### src/rtl/shift_sub_div.sv
// shift_sub_div: 16-by-8 unsigned restoring divider, one quotient bit per clock.
// Commands (strobe s, op) load dividend bytes and divisor, or start a RUN.
// The quotient shifts in through the dividend register, so Q doubles as the
// working dividend while the remainder accumulates in R.
module shift_sub_div (
  input  logic        clk,
  input  logic        reset,
  input  logic        s,
  input  logic [1:0]  op,
  input  logic [7:0]  in,
  output logic [15:0] quot,
  output logic [7:0]  rem,
  output logic        done,
  output logic        dbz
);

  typedef enum logic [1:0] {
    ST_WAIT = 2'd0,
    ST_LOAD = 2'd1,
    ST_RUN  = 2'd2
  } state_t;

  localparam logic [1:0] OP_LDH = 2'b00;
  localparam logic [1:0] OP_LDL = 2'b01;
  localparam logic [1:0] OP_LDB = 2'b10;
  localparam logic [1:0] OP_RUN = 2'b11;

  state_t      r_state;
  state_t      w_state_next;
  logic [15:0] r_d;
  logic [7:0]  r_b;
  logic [15:0] r_q;
  logic [7:0]  r_r;
  logic [3:0]  r_cnt;
  logic        r_dbz;

  logic [8:0]  w_t;
  logic [8:0]  w_diff;
  logic        w_ge;
  logic        w_b_zero;

  // Partial remainder with the next dividend bit shifted in, and its trial subtraction.
  assign w_t      = {r_r, r_q[15]};
  assign w_diff   = w_t - {1'b0, r_b};
  assign w_ge     = (w_t >= {1'b0, r_b});
  assign w_b_zero = (r_b == 8'h00);

  assign quot = r_q;
  assign rem  = r_r;
  assign dbz  = r_dbz;
  assign done = (r_state == ST_WAIT);

  // State register.
  always_ff @(posedge clk or negedge reset) begin
    if (!reset) begin
      r_state <= ST_WAIT;
    end else begin
      r_state <= w_state_next;
    end
  end

  // Next-state logic; a RUN with a zero divisor is answered in place and stays in WAIT.
  always_comb begin
    w_state_next = r_state;
    case (r_state)
      ST_WAIT: begin
        if (s) begin
          if (op != OP_RUN) begin
            w_state_next = ST_LOAD;
          end else if (!w_b_zero) begin
            w_state_next = ST_RUN;
          end
        end
      end
      ST_LOAD: w_state_next = ST_WAIT;
      ST_RUN: begin
        if (r_cnt == 4'd15) begin
          w_state_next = ST_WAIT;
        end
      end
      default: w_state_next = ST_WAIT;
    endcase
  end

  // Datapath: command handling in WAIT, one restoring step per cycle in RUN.
  always_ff @(posedge clk or negedge reset) begin
    if (!reset) begin
      r_d   <= 16'h0000;
      r_b   <= 8'h00;
      r_q   <= 16'h0000;
      r_r   <= 8'h00;
      r_cnt <= 4'd0;
      r_dbz <= 1'b0;
    end else begin
      case (r_state)
        ST_WAIT: begin
          if (s) begin
            case (op)
              OP_LDH: begin
                r_d[15:8] <= in;
                r_dbz     <= 1'b0;
              end
              OP_LDL: begin
                r_d[7:0] <= in;
                r_dbz    <= 1'b0;
              end
              OP_LDB: begin
                r_b   <= in;
                r_dbz <= 1'b0;
              end
              default: begin
                if (w_b_zero) begin
                  r_q   <= 16'hFFFF;
                  r_r   <= 8'h00;
                  r_dbz <= 1'b1;
                end else begin
                  r_q   <= r_d;
                  r_r   <= 8'h00;
                  r_cnt <= 4'd0;
                  r_dbz <= 1'b0;
                end
              end
            endcase
          end
        end
        ST_RUN: begin
          if (w_ge) begin
            r_r <= w_diff[7:0];
            r_q <= {r_q[14:0], 1'b1};
          end else begin
            r_r <= w_t[7:0];
            r_q <= {r_q[14:0], 1'b0};
          end
          r_cnt <= r_cnt + 4'd1;
        end
        default: ;
      endcase
    end
  end

endmodule

### config.mk
export PLATFORM = sky130hd
export DESIGN_NAME = shift_sub_div
export DESIGN_NICKNAME = d
export VERILOG_FILES = /design/src/rtl/shift_sub_div.sv
export SDC_FILE = /design/constraint.sdc
export NUM_CORES = 1
export LEC_CHECK = 0
export ABC_AREA = 1
export BUFFER_PORTS_ARGS = -buffer_cell sky130_fd_sc_hd__buf_2
export CORE_ASPECT_RATIO = 1.75
export CORE_MARGIN = 10
export CORE_UTILIZATION = 57
export CTS_CLUSTER_SIZE = 14
export DETAILED_ROUTE_END_ITERATION = 10
export GPL_TIMING_DRIVEN = 0
export PLACE_DENSITY = 0.85
export SYNTH_ARGS = -nofsm -noshare
export SYNTH_HDL_FRONTEND = slang
export SYNTH_SLANG_ARGS = --single-unit
export TNS_END_PERCENT = 50
### constraint.sdc
create_clock -name clk -period 2.2 [get_ports clk]
set_clock_uncertainty 0.05 [all_clocks]
set_input_delay 0.33 -clock clk [delete_from_list [all_inputs] [get_ports clk]]
set_output_delay 0.33 -clock clk [all_outputs]
set_load 0.02 [all_outputs]
==> results.md <==
- Status: complete, no violations
- Root buffer cell: clkbuf_8
- Flop pwr share: 31.8%
- CTS tree: built
- Setup violators final: 0
- Final ANT Viol Nets: 0
- Syn Area/Cell: 8.102 µm²
- Total Negative Setup Slacks: 0 ns
- NetSw: just over 3 mW
- Most used cell along the critical path: nand2_1
- Pre-CTS WS: 0.3181 ns
- Avg WL per Cell: roughly 15 µm
- Arr. time, crit path: 2.06 ns
- Startpoint Class: flop
- Die area: 8565 µm²
- Element type at the critical path end: flop
- RSZ-0062 raised after global routing: no
- Critical-path top delay cell: dfrtp_1
- Filler Cell Count: 414
- First-pass GRT wire length: 12510 µm
- Number of CTS-inserted buffers: 5
- Crit path time final: 1.908 ns
- DPL Wire Length: around 5600 µm
- Crit path max fanout: 9
- Synthesized area: 2949 µm²
- Initial core utilization: about three fifths
- Total gr overflow: 0
- Fin. Hold Viols: 0
- Final worst path period share: 86.73%
- Sequential share of the synthesized area: a little under half
- Diodes inserted: 0
- Part of the power in combinational logic: 59.4%
- Clk network pwr share: 8.8%
- Vias in the first global route: 2767
- Final net count: between 400 and 500
- Largest net degree at the start of global routing: 56
- Vias/cell: ~5.6
- Setup CP Type: flop to flop
- Post-cts resize count: 0
- Routed Wire Length: around 7100 µm
- Initial antenna violation count: 0
- IO Pins: 39
- Placer Congestion: about 0.9
- Core box area: 4977 µm²
- Port buffer count: 38
- Max-slew violation count: 0
- Critical Path, Cell by Cell: inv_1, ha_1, nand2_1, nor2_2, inv_2, nor2_4, nor2_4, nand2_8, nand2_1, nand2_1, nand2_1, nand2_1
- DRT iter0 DRCs: 120
- Reg-to-Reg Start: r_b[5]
- Achievable Freq: roughly 0.52 GHz
- Share of cells above drive strength 1: between 10% and 20%
- Yosys reg bits: 55
- DRT met1 WL: 2650 µm
- Delay-heaviest family, CP: simple AND/OR/NAND/NOR gates
- Peak VDD IR: 1261 µV
- Synth warn: 0
- Clock transition at the registers of the reported paths: 0.10 ns
- Max Cap Viol: 0
- Die height: 115.2 µm
- # DRC: 0
- Ys flop type: dfrtp_1
- DIE WIDTH: 74.38 µm
- Netlist cell types: 30
- # hold bufs at CTS: 0
- Crit-path max cell delay: 0.42 ns
- Internal power: about 3.1 mW
- Worst hold slack: around 0.21 ns
- Total GRT Usage: 18.32%
- Met3 WL: 272 µm
- Core Rows: 34
- Reg-to-reg setup timing slack: 0.29 ns
- Syn-to-layout area delta: 11.63%
- Wire length on met2: 3924 µm
- Sinks on Clock Net: 55
- Net Count, Synth: a little under 400
- FF-to-FF End: rem[4]
- Clock Latency Late Sink: approximately 0.31 ns
- Reg2reg path depth: 12
- Worst slew pin tran: 1.191 ns
- Pwr/cell area: 1885 nW/µm²
- Post-CTS Setup Inserts: 0
- Switch share: between 40% and 50%
- Router iterations before antenna repair: 4
- Clock buffer depth: 2
- Final worst setup slack: 0.2918 ns
- Worst path bufs/invs: 2
- Via count: 2598
- Highest routed layer: met4
- Required @ worst endpoint: 2.35 ns
- Number of enable flip-flop cells after synthesis: 0
- Hold Crit Class: input port to async pin
- Worst rel slew slack: 20.57%
- H-Tree Depth: 2
- Post-Syn Instances: 364
- Fraction of registers with async set/reset: 100.0%
- Total leakage power: 1.709 nW
-- worst register-to-register path: stages (launching register included) --
cell     delay, ns
dfrtp_1       0.42
inv_1         0.06
ha_1          0.34
nand2_1       0.12
nor2_2        0.05
inv_2         0.06
nor2_4        0.04
nor2_4        0.28
nand2_8       0.12
nand2_1       0.08
nand2_1       0.05
nand2_1       0.08
nand2_1       0.05
-- area by class of cell --
type                       count  area [µm²]  area share, %
sequential                    55        1376          41.81
multi-input combinational    257        1334          40.52
timing repair buffer          38       190.2          5.777
inverter                      41       153.9          4.675
buffer                        11       85.08          2.585
clock buffer                   6       72.57          2.204
tap                           54       67.56          2.052
clock inverter                 2       12.51         0.3801
-- logic make-up after synthesis --
group                      synth area share, %
AOI/OAI and AO/OA                        11.16
and+or+nand+nor                          28.38
DFF                                      46.67
xor gates and xnor gates                 1.188
adders and majority gates                4.497
buffers and inverters                    8.104
-- registers in the layout, summed over array words and instances, names as in the netlist --
name,count
quot,16
r_d,16
r_b,8
rem,8
r_cnt,4
r_state,2
dbz,1
-- layout by cell type, fill, tap and decap left out, types with 5 or more instances in the layout --
cell      synthesis  final
clkbuf_8          1      6
inv_1            38     38
o21ai_1          12     12
ha_1              9      9
nand2_1         108    108
nor3_1           15     15
buf_2             6     44
nand3_1          17     17
a21oi_1           5      5
nor2_1           15     15
o21ai_0          45     45
dfrtp_1          55     55
-- per-stage QoR --
stage               cell area [µm²]  instances  utilization [%]  total power [mW]
finish                         3292        464            66.14             6.207
global route                   3292        464            66.14             6.870
CTS                            3292        464            66.14             6.231
detailed placement             3207        456            64.43             5.685
global placement               3207        456            64.43             5.569
floorplan                      2949        364                -             4.690
-- power by group through the flow --
stage                     Sequential, mW  Clock [mW]  Combinational, mW
after floorplan                     2.13           0               2.56
after global placement              1.96           0               3.61
after detailed placement            1.98           0               3.71
after CTS                           1.96       0.549               3.73
after global routing                2.02       0.590               4.26
final                               1.97       0.547               3.69
-- worst max path at each step --
stage	start	to	slack (ns)	cells past startpoint
2_1_floorplan	quot[15]	rem[4]	0.42	10
3_3_place_gp	rem[5]	rem[4]	0.34	11
3_5_place_dp	r_b[5]	rem[4]	0.32	12
4_1_cts	r_b[5]	rem[4]	0.30	12
5_1_grt	r_b[6]	rem[4]	0.10	12
6_report	r_b[5]	rem[4]	0.29	12
-- cell usage after synthesis, types with 3 or more instances --
master    instances  area, µm²
a21oi_1           5      25.02
o21ai_1          12      60.06
o22ai_1           3      18.77
nor3_1           15      75.07
nand3_1          17      85.08
nor2_4            4      45.04
nor2_1           15      56.30
buf_6             3      33.78
nand3b_1          3      22.52
inv_1            38      142.6
dfrtp_1          55       1376
nand2_1         108      405.4
xnor2_1           3      26.28
nand3_2           4      40.04
nand2_2           3      18.77
o21ai_0          45      225.2
nand4_1           3      18.77
buf_2             6      30.03
inv_2             3      11.26
ha_1              9      112.6
-- layer usage --
metal | vias up | global-route usage (%)
li1 | 1270 | -
met1 | 1257 | 19.15
met2 | 56 | 32.37
met3 | 15 | 3.710
met4 | 0 | 10.42
met5 | - | 0
(Power assumes the default switching activity.)
